--- src/rtl/face_matrix_sequencer.sv ---
// MAX7219 8x8 face sequencer: sends the init words after reset, then writes the
// 8 rows of the selected face. Rewrites the frame on a face change or on a refresh timeout.
module face_matrix_sequencer #(
  parameter logic [3:0] INTENSITY      = 4'h8,
  parameter int         REFRESH_CYCLES = 50_000_000
) (
  input  logic        clk,
  input  logic        reset,
  input  logic [1:0]  face,
  input  logic        tx_ready,
  output logic        tx_valid,
  output logic [15:0] tx_word,
  output logic [4:0]  rom_addr,
  input  logic [7:0]  rom_data,
  output logic        busy,
  output logic        frame_done
);

  typedef enum logic [1:0] {INIT, LOAD, IDLE} state_t;

  localparam logic [25:0] REFRESH_LAST = 26'(REFRESH_CYCLES - 1);

  state_t      state;
  logic [2:0]  idx;
  logic [1:0]  shown_face;
  logic [25:0] refresh_cnt;
  logic        accept;

  function automatic logic [15:0] init_word(input logic [2:0] i);
    case (i)
      3'd0:    init_word = 16'h0900;
      3'd1:    init_word = {8'h0A, 4'h0, INTENSITY};
      3'd2:    init_word = 16'h0B07;
      3'd3:    init_word = 16'h0C01;
      default: init_word = 16'h0F00;
    endcase
  endfunction

  function automatic logic [15:0] row_word(input logic [2:0] r, input logic [7:0] bits);
    row_word = {4'h0, {1'b0, r} + 4'd1, bits};
  endfunction

  // In IDLE the ROM is pointed at row 0 of the requested face so a triggered
  // frame can present its first row in the very next cycle.
  assign rom_addr = (state == IDLE) ? {face, 3'd0} : {shown_face, idx};
  assign accept   = tx_valid && tx_ready;

  always_ff @(posedge clk or posedge reset) begin
    if (reset) begin
      state       <= INIT;
      idx         <= 3'd0;
      shown_face  <= 2'd0;
      refresh_cnt <= 26'd0;
      tx_valid    <= 1'b0;
      tx_word     <= 16'h0000;
      busy        <= 1'b1;
      frame_done  <= 1'b0;
    end else begin
      frame_done <= 1'b0;
      case (state)
        INIT: begin
          if (accept) begin
            tx_valid <= 1'b0;
            if (idx == 3'd4) begin
              state      <= LOAD;
              idx        <= 3'd0;
              shown_face <= face;
            end else begin
              idx <= idx + 3'd1;
            end
          end else if (!tx_valid) begin
            tx_valid <= 1'b1;
            tx_word  <= init_word(idx);
          end
        end
        LOAD: begin
          if (accept) begin
            tx_valid <= 1'b0;
            if (idx == 3'd7) begin
              state      <= IDLE;
              idx        <= 3'd0;
              busy       <= 1'b0;
              frame_done <= 1'b1;
            end else begin
              idx <= idx + 3'd1;
            end
          end else if (!tx_valid) begin
            tx_valid <= 1'b1;
            tx_word  <= row_word(idx, rom_data);
          end
        end
        IDLE: begin
          if (face != shown_face || refresh_cnt == REFRESH_LAST) begin
            state       <= LOAD;
            busy        <= 1'b1;
            shown_face  <= face;
            refresh_cnt <= 26'd0;
            idx         <= 3'd0;
            tx_valid    <= 1'b1;
            tx_word     <= row_word(3'd0, rom_data);
          end else begin
            refresh_cnt <= refresh_cnt + 26'd1;
          end
        end
        default: state <= INIT;
      endcase
    end
  end

endmodule

--- config.mk ---
export PLATFORM = sky130hd
export DESIGN_NAME = face_matrix_sequencer
export DESIGN_NICKNAME = d
export VERILOG_FILES = /design/src/rtl/face_matrix_sequencer.sv
export SDC_FILE = /design/constraint.sdc
export NUM_CORES = 1
export LEC_CHECK = 0
export ABC_AREA = 1
export ABC_CLOCK_PERIOD_IN_PS = 2950
export CELL_PAD_IN_SITES_DETAIL_PLACEMENT = 0
export CELL_PAD_IN_SITES_GLOBAL_PLACEMENT = 1
export CORE_ASPECT_RATIO = 1.5
export CORE_MARGIN = 2
export CORE_UTILIZATION = 41
export CTS_BUF_LIST = sky130_fd_sc_hd__clkbuf_4 sky130_fd_sc_hd__clkbuf_8
export DETAILED_ROUTE_END_ITERATION = 8
export HOLD_SLACK_MARGIN = 0.05
export PLACE_DENSITY_LB_ADDON = 0.1
export RECOVER_POWER = 100
export SETUP_SLACK_MARGIN = 0.2
export SLEW_MARGIN = 20
export SYNTH_ARGS = -nofsm -noshare
export SYNTH_HDL_FRONTEND = slang
export SYNTH_SLANG_ARGS = --single-unit
export TNS_END_PERCENT = 100
--- constraint.sdc ---
create_clock -name clk -period 2.95 [get_ports clk]
set_input_delay 0.59 -clock clk [delete_from_list [all_inputs] [get_ports clk]]
set_output_delay 0.59 -clock clk [all_outputs]
set_load 0.02 [all_outputs]
==> results of run 1 <==
-- critical path: stages, from the launching register on --
cell,delay (ns)
dfrtp_1,0.42
inv_1,0.10
ha_2,0.32
inv_1,0.14
nand2_1,0.08
nand2_1,0.04
dlygate4sd3_1,0.64
-- layout make-up --
class / count / share of cell area
flip-flops and latches: 48 / 0.351
inverters: 40 / 0.0439
clock buffers: 5 / 0.0201
well taps: 80 / 0.0293
repair buffers: 36 / 0.0995
multi-input cells: 315 / 0.442
clock inverters: 3 / 0.0139
-- synth_stat cells --
cell type / count / share of area
xnor2_1: 3 / 0.0088
o22a_1: 1 / 0.0029
nand2_2: 3 / 0.0063
nand4_1: 8 / 0.017
buf_6: 3 / 0.011
a21oi_1: 19 / 0.032
nor2_1: 44 / 0.055
o22ai_1: 2 / 0.0042
buf_4: 5 / 0.013
xor2_1: 5 / 0.015
nor3_1: 4 / 0.0067
inv_1: 40 / 0.050
nand2_1: 129 / 0.16
nand3b_1: 2 / 0.0050
dfstp_2: 1 / 0.0088
ha_1: 11 / 0.046
nand3_1: 29 / 0.049
conb_1: 1 / 0.0013
a22oi_1: 2 / 0.0050
nor2_4: 1 / 0.0038
a41oi_1: 1 / 0.0029
buf_8: 1 / 0.0050
o21ai_0: 27 / 0.045
o21ai_1: 12 / 0.020
o21bai_1: 1 / 0.0025
nor2_2: 6 / 0.013
dfrtp_1: 47 / 0.39
buf_2: 4 / 0.0067
o21a_1: 1 / 0.0025
clkbuf_1: 4 / 0.0050
-- power groups by stage --
stage	sequential, uW	clock [uW]	combinational [uW]
after floorplan	1060	0	981
after CTS	1050	522	1400
final	1040	509	1310
after detailed placement	1050	0	1400
after global placement	1060	0	1390
after global routing	1070	551	1490
-- cell families (layout without fill, tap and decap cells) --
logic type	after synthesis	in the layout	share of synthesized area
XOR/XNOR	8	8	0.0235
buffers and inverters	57	84	0.0910
AND/OR/NAND/NOR	226	226	0.318
adder cells (fa/ha/maj)	11	11	0.0461
other	1	4	0.00126
AO/OA/AOI/OAI	66	66	0.117
flip-flops	48	48	0.403
-- registers in the layout, indices dropped and copies added (netlist names) --
signal,count
busy,1
frame_done,1
idx,3
refresh_cnt,26
shown_face,2
state,2
tx_valid,1
tx_word,12
-- worst min path at each step --
stage                        from       endpoint  slack [ns]  cells after the start
finish                       busy           busy        0.49                      2
global route                 busy           busy        0.51                      2
CTS                          busy           busy        0.49                      2
detailed placement     tx_word[8]     tx_word[8]        0.47                      2
global placement       tx_word[8]     tx_word[8]        0.46                      2
floorplan           shown_face[0]  shown_face[0]        0.48                      2
-- what timing repair did --
action	4_1_cts	5_1_grt
hold endpoints to repair	0	0
endpoints found under the setup margin	0	2
resized for setup	0	1
-- metrics by stage --
stage	std cells	setup slack (ns)	power [uW]	util
2_1_floorplan	420	1.01	2050	-
3_3_place_gp	519	0.516	2440	0.466
3_5_place_dp	519	0.507	2460	0.466
4_1_cts	527	0.218	2970	0.482
5_1_grt	527	0.164	3110	0.480
6_report	527	0.307	2860	0.480
-- per-layer routing --
metal | vias up | routed length (um) | track usage
li1 | 1381 | - | -
met1 | 1257 | 3040 | 0.219
met2 | 43 | 4070 | 0.371
met3 | 11 | 198 | 0.0336
met4 | 0 | 167 | 0.0766
met5 | - | 0 | 0
==> results.yml, run 1 <==
grt:
  antenna_found_initial: 0
  grt_max_degree: 49
  grt_pass1_wl_mm: 12.3
  first_global_vias: 2625
  grtUsageTotal: 0.199
  overflow: 0
worst_setup_path:
  startpoint_type: "flop"
  rr_startpoint: "state[0]"
  r2r_slack_ns: 0.43
  r2r-end: "refresh_cnt[12]"
  reg2regPathDepth: 7
  cp-endpoint: "rom_addr[3]"
  path_class: "flop to primary output"
  cp_data_required_time_ns: 2.36
  end_kind: "primary output"
  startpoint: "state[0]"
  cp_max_fo: 11
  critPathArrivalTime_ns: 2.05
yosys:
  synth.cell_area_um2: 2980
  syn_avg_cell_area_um2: 7.15
  yosysWarnings: 0
  ys_ff_latch: 48
  syn_inst: 417
  seq_area_frac_synth: 0.403
  synth_cell_types: 30
finish:
  final_layout_size_suffix_gt1_frac: 0.0447
  area_growth_pct: 14.7
  nNetsFinal: 470
  design_area_um2: 3420
  nFillCells: 745
  most-common-layout-cells: "nand2_1 (131), dfrtp_1 (47), nor2_1 (44)"
  final_common_cell: "nand2_1"
  multiInputGateArea_um2: 1510
  diodes: 0
  seqCellArea_um2: 1200
clocking:
  numCtsBuffers: 5
  clock_sinks: 48
  h-tree-depth: 2
  cts_tree: "yes"
  holdBufCountCts: 0
  clockBufferDepth: 2
  path_clk_slew_ns: 0.09
  clock_latency_ns: 0.31
  cts_post_setup_buffers_inserted: 0
  cts_root_buf: "clkbuf_8"
timing:
  hold_slack_ns: 0.486
  fin_crit_sh: 0.896
  period_minus_slack_ns: 2.64
  max_freq_mhz: 378
  hold_violations: 0
  rsz0062_at_grt: "no"
  relSlewSlack: 0.172
  setup_tns_ns: 0
  fin_worst_skew_ns: 0.00624
  worst_slew_pin_slew_ns: 1.24
  drv_slew: 0
  setup_viol: 0
place:
  place_area_um2: 3320
  routabilityCongestion: 0.843
  port_buffers: 32
  dp_hpwl_mm: 5.45
floorplan:
  start_util: 0.418
  dieArea_um2: 7990
  pin_count: 37
  core_area_um2: 7130
  die_width_um: 73.6
  fp.dieH_um: 108
  core.rowCount: 38
power_and_ir_drop:
  p_clk_frac: 0.178
  power_frac_comb: 0.457
  power.density_nw_per_um2: 836
  seqPwrFrac: 0.365
  switching_share: 0.449
  ir_drop_v: 0.000396
  internal-power_uw: 1580
  p_switching_uw: 1280
  leakage_uw: 0.00156
detailed_routing:
  ant_nets: 0
  vias: 2692
  drt_first_pass_iters: 4
  drc: 0
  drtIter0Drc: 130
  wire_per_inst_um: 14.2
  vias_per_cell: 5.11
  wl_mm: 7.48
run_status:
  status: "finished clean"
min_path:
  hold_path.class: "flop to flop"
job:
  cap_violations: 0
Note: power is estimated with default switching activity, not from simulation.
==> run 2, diff against run 1 <==
- SKIP_LAST_GASP: unset -> 1
==> results of run 2 <==
Same layout as run 1: the final DEF is identical, and so are final timing and power.
